<file path="config.mk">
export PLATFORM = sky130hd
export DESIGN_NAME = key_press_gen
export DESIGN_NICKNAME = d
export VERILOG_FILES = /design/src/rtl/key_press_gen.sv
export SDC_FILE = /design/constraint.sdc
export NUM_CORES = 1
export LEC_CHECK = 0
export CAP_MARGIN = 20
export CELL_PAD_IN_SITES_DETAIL_PLACEMENT = 1
export CELL_PAD_IN_SITES_GLOBAL_PLACEMENT = 1
export CORE_UTILIZATION = 42
export DETAILED_ROUTE_END_ITERATION = 8
export GPL_TIMING_DRIVEN = 1
export PLACE_DENSITY = 0.74
export SLEW_MARGIN = 20
export SYNTH_ARGS = -nofsm -noshare
export SYNTH_HDL_FRONTEND = slang
export SYNTH_SLANG_ARGS = --single-unit
</file>
<file path="constraint.sdc">
create_clock -name sys_clk -period 2.44 [get_ports sys_clk]
set_input_delay 0.61 -clock sys_clk [delete_from_list [all_inputs] [get_ports sys_clk]]
set_output_delay 0.61 -clock sys_clk [all_outputs]
set_load 0.01 [all_outputs]
</file>
<file path="src/rtl/key_press_gen.sv">
// key_press_gen: drives an active-low emulated key through one press/release
// cycle per accepted request, with optional LFSR-timed contact bounce on both
// edges. Bounce timing is deterministic from reset.
module key_press_gen #(
    parameter logic [15:0] BOUNCE_CYC = 16'd500,
    parameter logic [3:0]  BOUNCE_N   = 4'd5,
    parameter logic [15:0] GAP_CYC    = 16'd1000,
    parameter logic [15:0] LFSR_SEED  = 16'hACE1
) (
    input  logic        sys_clk,
    input  logic        sys_rst_n,
    input  logic        press_req,
    input  logic [24:0] hold_cyc,
    input  logic        bounce_en,
    output logic        ready,
    output logic        key_out,
    output logic        done,
    output logic [7:0]  press_cnt
);

    localparam int unsigned CNT_W  = 25;
    localparam int unsigned LFSR_W = 16;
    localparam int unsigned TICK_W = 4;
    localparam int unsigned TOG_W  = 5;
    localparam int unsigned PCNT_W = 8;

    // Window counters count down to zero, so each window loads length-1.
    localparam logic [CNT_W-1:0] BNC_LOAD = CNT_W'(BOUNCE_CYC) - CNT_W'(1);
    localparam logic [CNT_W-1:0] GAP_LOAD = CNT_W'(GAP_CYC) - CNT_W'(1);
    // Even number of toggles per window returns the line to its entry level.
    localparam logic [TOG_W-1:0] TOG_MAX  = TOG_W'({BOUNCE_N, 1'b0});

    typedef enum logic [2:0] {
        IDLE     = 3'd0,
        FALL_BNC = 3'd1,
        HOLD     = 3'd2,
        RISE_BNC = 3'd3,
        GAP      = 3'd4
    } state_e;

    state_e              state_q, state_d;
    logic [CNT_W-1:0]    cnt_q,   cnt_d;
    logic [CNT_W-1:0]    hold_q,  hold_d;
    logic                bnc_q,   bnc_d;
    logic [LFSR_W-1:0]   lfsr_q,  lfsr_d;
    logic [TICK_W-1:0]   tick_q,  tick_d;
    logic [TOG_W-1:0]    tog_q,   tog_d;
    logic                key_q,   key_d;
    logic                ready_q, ready_d;
    logic                done_q,  done_d;
    logic [PCNT_W-1:0]   pcnt_q,  pcnt_d;

    logic [LFSR_W-1:0]   lfsr_step_c;

    // Tick interval of 1..8 cycles taken from the low LFSR bits.
    function automatic logic [TICK_W-1:0] tick_load(input logic [LFSR_W-1:0] s);
        return TICK_W'(s[2:0]) + TICK_W'(1);
    endfunction

    // Fibonacci LFSR, x^16+x^14+x^13+x^11+1, shift left, feedback into bit 0.
    assign lfsr_step_c = {lfsr_q[14:0], lfsr_q[15] ^ lfsr_q[13] ^ lfsr_q[12] ^ lfsr_q[10]};

    // State and datapath registers.
    always_ff @(posedge sys_clk or negedge sys_rst_n) begin
        if (!sys_rst_n) begin
            state_q <= IDLE;
            cnt_q   <= '0;
            hold_q  <= '0;
            bnc_q   <= 1'b0;
            lfsr_q  <= LFSR_SEED;
            tick_q  <= '0;
            tog_q   <= '0;
            key_q   <= 1'b1;
            ready_q <= 1'b1;
            done_q  <= 1'b0;
            pcnt_q  <= '0;
        end else begin
            state_q <= state_d;
            cnt_q   <= cnt_d;
            hold_q  <= hold_d;
            bnc_q   <= bnc_d;
            lfsr_q  <= lfsr_d;
            tick_q  <= tick_d;
            tog_q   <= tog_d;
            key_q   <= key_d;
            ready_q <= ready_d;
            done_q  <= done_d;
            pcnt_q  <= pcnt_d;
        end
    end

    // Next-state, window timing, bounce ticks and registered output values.
    always_comb begin
        state_d = state_q;
        cnt_d   = cnt_q;
        hold_d  = hold_q;
        bnc_d   = bnc_q;
        lfsr_d  = lfsr_q;
        tick_d  = tick_q;
        tog_d   = tog_q;
        key_d   = key_q;
        done_d  = 1'b0;
        pcnt_d  = pcnt_q;

        unique case (state_q)
            IDLE: begin
                key_d = 1'b1;
                if (press_req) begin
                    hold_d  = (hold_cyc == '0) ? CNT_W'(1) : hold_cyc;
                    bnc_d   = bounce_en;
                    cnt_d   = BNC_LOAD;
                    tick_d  = tick_load(lfsr_q);
                    tog_d   = '0;
                    key_d   = 1'b0;
                    state_d = FALL_BNC;
                end
            end

            FALL_BNC, RISE_BNC: begin
                // Chatter: invert the line on each tick until all toggles are spent.
                if (bnc_q && (tog_q != TOG_MAX)) begin
                    if (tick_q == TICK_W'(1)) begin
                        key_d  = ~key_q;
                        lfsr_d = lfsr_step_c;
                        tog_d  = tog_q + TOG_W'(1);
                        tick_d = tick_load(lfsr_step_c);
                    end else begin
                        tick_d = tick_q - TICK_W'(1);
                    end
                end
                if (cnt_q == '0) begin
                    if (state_q == FALL_BNC) begin
                        cnt_d   = hold_q - CNT_W'(1);
                        key_d   = 1'b0;
                        state_d = HOLD;
                    end else begin
                        cnt_d   = GAP_LOAD;
                        key_d   = 1'b1;
                        state_d = GAP;
                    end
                end else begin
                    cnt_d = cnt_q - CNT_W'(1);
                end
            end

            HOLD: begin
                if (cnt_q == '0) begin
                    cnt_d   = BNC_LOAD;
                    tick_d  = tick_load(lfsr_q);
                    tog_d   = '0;
                    key_d   = 1'b1;
                    state_d = RISE_BNC;
                end else begin
                    cnt_d = cnt_q - CNT_W'(1);
                end
            end

            GAP: begin
                if (cnt_q == '0) begin
                    done_d  = 1'b1;
                    pcnt_d  = pcnt_q + PCNT_W'(1);
                    state_d = IDLE;
                end else begin
                    cnt_d = cnt_q - CNT_W'(1);
                end
            end

            default: begin
                key_d   = 1'b1;
                state_d = IDLE;
            end
        endcase

        ready_d = (state_d == IDLE);
    end

    assign ready     = ready_q;
    assign key_out   = key_q;
    assign done      = done_q;
    assign press_cnt = pcnt_q;

endmodule

</file>
# Word-level counts from Yosys, hierarchy flattened
# Cells that the tools add are included.
dict set report word_totals {
  out_inout_bits 11
  word_cells 83
  regBits 90
  inputBits 29
}
dict set report classes {
  n_addsub 7
  bitwise 5
  mux 32
  eq_ne 13
  n_reduce_logical 15
}
# operator count
set ops {}
lappend ops {{two-way mux 25 bit} 6}
lappend ops {{one-hot mux 25 bit (4 select lines)} 1}
lappend ops {{zero test 25 bit} 2}
lappend ops {{subtractor 25 x 1 -> 25 bit (second input constant)} 2}
lappend ops {{two-way mux 5 bit} 4}
lappend ops {{two-way mux 4 bit} 4}
lappend ops {{two-way mux 3 bit} 5}
lappend ops {{one-hot mux 5 bit (3 select lines)} 1}
lappend ops {{one-hot mux 3 bit (4 select lines)} 1}
lappend ops {{one-hot mux 4 bit (3 select lines)} 1}
lappend ops {{!= test 2 bit (second input constant)} 5}
lappend ops {{adder 3 x 1 -> 4 bit (second input constant)} 2}
lappend ops {{adder 8 x 1 -> 8 bit (second input constant)} 1}
lappend ops {{two-way mux 1 bit} 8}
lappend ops {{AND reduction 4 bit} 2}
lappend ops {{equality test 3 x 2 -> 1 bit (second input constant)} 2}
lappend ops {{zero test 3 bit} 2}
lappend ops {{!= test 3 bit (second input constant)} 2}
lappend ops {{AND reduction 3 bit} 2}
lappend ops {{adder 5 x 1 -> 5 bit (second input constant)} 1}
lappend ops {{!= test 5 x 4 -> 1 bit (second input constant)} 1}
lappend ops {{AND reduction 5 bit} 1}
lappend ops {{equality test 4 x 1 -> 1 bit (second input constant)} 1}
lappend ops {{one-hot mux 1 bit (4 select lines)} 1}
lappend ops {{other kinds (10)} 14}

# Logic depth before layout (Yosys ltp)
# Gate-level depths: netlist (run 1).
dict set report depth {
  ltp_word 7
  depth_mapped 10
  mapped_depth_nobuf 9
}

# Worst setup path after synthesis (run 1)
# No wires, ideal clock.
dict set report synth_timing {
  kind {reg2reg}
  start {register cnt_q[0]}
  end {register cnt_q[15]}
  stages_incl_launch_ff 10
  path_slack_ps -189
  arrival_ps 2499
  required_time_ps 2310
  synth_period_minus_slack_ps 2629
  n_path_buf 1
  setup_ps 130
  cell_sequence {dfrtp_1 > inv_1 > ha_1 > nor4b_1 > nand4_2 > nor2_2 > buf_2 > a21oi_1 > a32oi_1 > o21ai_0}
}
dict set report synth_via {
  elab_chain_len 3
  word_cells_on_any_way 8
  classes_between {add/sub (1); eq/ne (1); mux (4); reduce/logical (2)}
}
# item line
set synth_rtl {}
lappend synth_rtl {{start, declared} 42} ;# logic [CNT_W-1:0] cnt_q, cnt_d;
lappend synth_rtl {{start signal, assigned} 79} ;# cnt_q <= cnt_d;
lappend synth_rtl {{subtractor 25 x 1 -> 25 bit / zero test 25 bit (equally long branches)} -}
lappend synth_rtl {{two-way mux 25 bit, or another cell as far along} 159} ;# if (cnt_q == '0) begin
lappend synth_rtl {{one-hot mux 25 bit (4 select lines) / AND reduction 3 bit (equally long branches)} -}
# Parallel ways exist; a longest one is shown, timed or not. The select of a mux whose other input is x is not followed.
# A chain may end at the register's enable or synchronous reset.

# Worst setup path after layout (run 1)
dict set report layout_timing {
  start {register cnt_q[12]}
  end {register cnt_q[24]}
}
# Same word-level chain as after synthesis.

==> results_dict.tcl, run 1 <==
set metrics [dict create \
    cts-root-buf "clkbuf_16" \
    maxCapViolCount 0 \
    fin_ws_ps -125.0 \
    track_usage 0.2718 \
    synthCells 538 \
    placed_cells 788 \
    syn_area_um2 5240 \
    hold_class "input port to asynchronous set/reset pin" \
    leakagePower_nw 2.935 \
    crit_buf_inv 1 \
    grt_pass1_wl_um 26810 \
    row_count 40 \
    grt_pass1_vias 5097 \
    powerDensity_nw_per_um2 783.6 \
    peakVddDrop_v 0.0004576 \
    drt-total-wl_um 16660 \
    wl_per_cell_um 20.42 \
    ios 40 \
    finClkSkew_ps 7.343 \
    critPathSlowestCell "or4_4" \
    fp.dieW_um 113.7 \
    synth_top_area_frac 0.3820 \
    fin_crit_ps 2565 \
    gp_congestion 0.8881 \
    port_buffers 39 \
    numCtsBuffers 9 \
    final-setup-viol-count 37 \
    cts.path.max_buffers 2 \
    final_nets 681 \
    tightest_slew_ps 976.3 \
    core_area_um2 12060 \
    die_height_um 113.7 \
    slowest_delay_ps 600 \
    cts_sinks 90 \
    cp_common_cell "or4_4" \
    h-tree-depth 3 \
    drt_iter0_markers 213 \
    synth_seq_cells 90 \
    synth_nets 576 \
    async_flop_share 1.000 \
    critPathMaxFanout 6 \
    place_hpwl_um 12060 \
    synth_edf_count 0 \
    fmax_ghz 0.3899 \
    viasPerCell 5.946 \
    grt_overflow_total 0 \
    path_delay_family "simple AND/OR/NAND/NOR gates" \
    synth_ff_type "dfrtp_1" \
    yosysMostFrequentCell "dfrtp_1" \
    syn_area_per_cell_um2 9.740 \
    start_kind "register" \
    initial_core_util 0.4344 \
    slew_headroom 0.3445 \
    yosys.area.top_type "dfrtp_1" \
    grt_max_degree 41 \
    crit_type "register to register" \
    area_growth_syn_to_layout_pct 32.12 \
    antenna_found_initial 0 \
    cp-end-kind "register" \
    report.final.slew_viol_count 0 \
    dp_slack_ps -152.1 \
    hold_viol_final 0 \
    fin_cells 816 \
    ant_nets 0 \
    clkTransAtPathRegs_ps 70 \
    yosys-top-cells-area "dfrtp_1 38%, mux2_2 9.0%, dfstp_2 5.0%" \
    synth.top_cells.by_count "80 x dfrtp_1, 42 x mux2_2, 42 x nor2_1" \
    drive_gt1_frac 0.3071 \
    drc 0 \
    violations "negative setup slack" \
    cp.required_ps 2670 \
    antennaDiodeCount 0 \
    fill_cells 1320 \
    outcome "finished with violations" \
    crit_arrival_ps 2790 \
    cts_tree "built" \
    rsz0062_at_grt "yes" \
    clock_latency_ps 350 \
    vias 4852 \
    ys_warn_count 0 \
    yosysSeqAreaShare 0.4322 \
    ys_types 71 \
    crit_chain "or4_4 -> or4_4 -> buf_8 -> or4_1 -> o211ai_1 -> o21ai_1" \
    drt_first_pass_iters 4 \
    min_period_over_period 1.051 \
    die-area_um2 12930 \
]
## metal layers
layer	vias up	part of all wire	global-route usage
met4	0	0.030	0.1211
li1	2229	-	-
met5	-	0	0
met2	133	0.50	0.4622
met1	2450	0.43	0.3387
met3	40	0.047	0.04676
## power by group
part / total, W / switching, W / internal, W
clock network: 0.00141 / 0.000610 / 0.000800
logic: 0.00182 / 0.000943 / 0.000881
registers: 0.00219 / 0.000376 / 0.00181
## final timing paths
kind	from	endpoint	slack, ps	cells past startpoint
setup / recovery	cnt_q[12]	cnt_q[24]	-130	6
hold / removal	sys_rst_n	tog_q[1]	230	1
setup reg to reg	cnt_q[12]	cnt_q[24]	-130	6
hold reg to reg	press_cnt[5]	press_cnt[5]	510	1
max in group asynchronous	sys_rst_n	key_out	1570	2
min in group sys_clk	press_cnt[5]	press_cnt[5]	510	1
## cell type report
class / count / area [µm²] / share of cell area
Sequential cell: 90 / 2265 / 0.3271
Timing Repair Buffer: 117 / 1052 / 0.1520
Multi-Input combinational cell: 409 / 3040 / 0.4392
Clock buffer: 11 / 232.7 / 0.03362
Inverter: 16 / 60.06 / 0.008675
Tap cell: 168 / 210.2 / 0.03036
Clock inverter: 5 / 62.56 / 0.009037
## registers in the layout, indices dropped and copies added (netlist names), 3 cells and up
register   flops
hold_q        25
cnt_q         25
state_q        3
press_cnt      8
tog_q          5
lfsr_q        16
tick_q         4
## stage by stage
| stage | total power, W | utilization | hold WS, ps | setup TNS [ps] | cell area (µm²) |
|---|---|---|---|---|---|
| final | 0.005425 | 0.5740 | 234.0 | -2044 | 6923 |
| after global routing | 0.005746 | 0.5740 | 270.6 | -4262 | 6923 |
| after CTS | 0.005387 | 0.5620 | 254.7 | -1213 | 6779 |
| after floorplan | 0.003213 | - | 314.4 | -548.8 | 5263 |
| after global placement | 0.003758 | 0.5197 | 477.8 | -602.1 | 6269 |
| after detailed placement | 0.003853 | 0.5197 | 475.7 | -1618 | 6269 |
## what timing repair did
action	CTS	global route
setup endpoints to repair	32	42
gates resized for setup	37	31
pin swaps	16	20
setup buffers	5	7
gates cloned	1	0
hold buffers	0	0
## cells in the final DEF (no fill, tap or decap), types with 3 or more instances in the layout
| cell type | instances |
|---|---|
| o311ai_0 | 3 |
| dfrtp_1 | 80 |
| a21o_1 | 5 |
| xor2_1 | 15 |
| a31oi_1 | 6 |
| or3_4 | 3 |
| or4_1 | 5 |
| ha_1 | 9 |
| or2_2 | 3 |
| clkdlybuf4s50_1 | 38 |
| or4_4 | 3 |
| clkbuf_16 | 9 |
| o21ai_1 | 12 |
| o211ai_1 | 3 |
| mux2_2 | 41 |
| nand2_1 | 33 |
| a32oi_1 | 4 |
| dfstp_2 | 10 |
| o21ai_0 | 14 |
| nor2_1 | 41 |
| nand3_1 | 14 |
| buf_4 | 68 |
| nor3_4 | 3 |
| buf_6 | 7 |
| a21oi_1 | 24 |
| nor4_1 | 17 |
| nand2b_1 | 3 |
| xnor2_1 | 22 |
| and2_1 | 3 |
| nor3_1 | 22 |
| nor3b_1 | 3 |
| inv_1 | 15 |
| or3_1 | 9 |
| nand4_1 | 13 |
| a21oi_2 | 9 |
## kinds of logic (layout without fill, tap and decap cells)
logic type                 Yosys count  in the layout  synth area share
AOI/OAI and AO/OA                  123            123            0.1588
xor gates and xnor gates            38             38           0.06351
adders and majority gates            9              9           0.02149
buffers and inverters               39            149           0.03391
DFF                                 90             90            0.4322
muxes                               42             42           0.09026
and+or+nand+nor                    197            197            0.1999
Note: power is estimated with default switching activity, not from simulation.
==> run 2, diff against run 1 <==
--- a/config.mk
+++ b/config.mk
@@ -9,6 +9,7 @@
 export CELL_PAD_IN_SITES_DETAIL_PLACEMENT = 1
 export CELL_PAD_IN_SITES_GLOBAL_PLACEMENT = 1
 export CORE_UTILIZATION = 42
+export CTS_CLUSTER_DIAMETER = 60
 export DETAILED_ROUTE_END_ITERATION = 8
 export GPL_TIMING_DRIVEN = 1
 export PLACE_DENSITY = 0.74
==> results of run 2 <==
Final layout, timing and power as in run 1 (identical DEF).
==> run 3, diff against run 2 <==
--- a/config.mk
+++ b/config.mk
@@ -13,7 +13,7 @@
 export DETAILED_ROUTE_END_ITERATION = 8
 export GPL_TIMING_DRIVEN = 1
 export PLACE_DENSITY = 0.74
-export SLEW_MARGIN = 20
+export SLEW_MARGIN = 0
 export SYNTH_ARGS = -nofsm -noshare
 export SYNTH_HDL_FRONTEND = slang
 export SYNTH_SLANG_ARGS = --single-unit
==> results of run 3 <==
Final layout, timing and power as in run 1 (identical DEF).
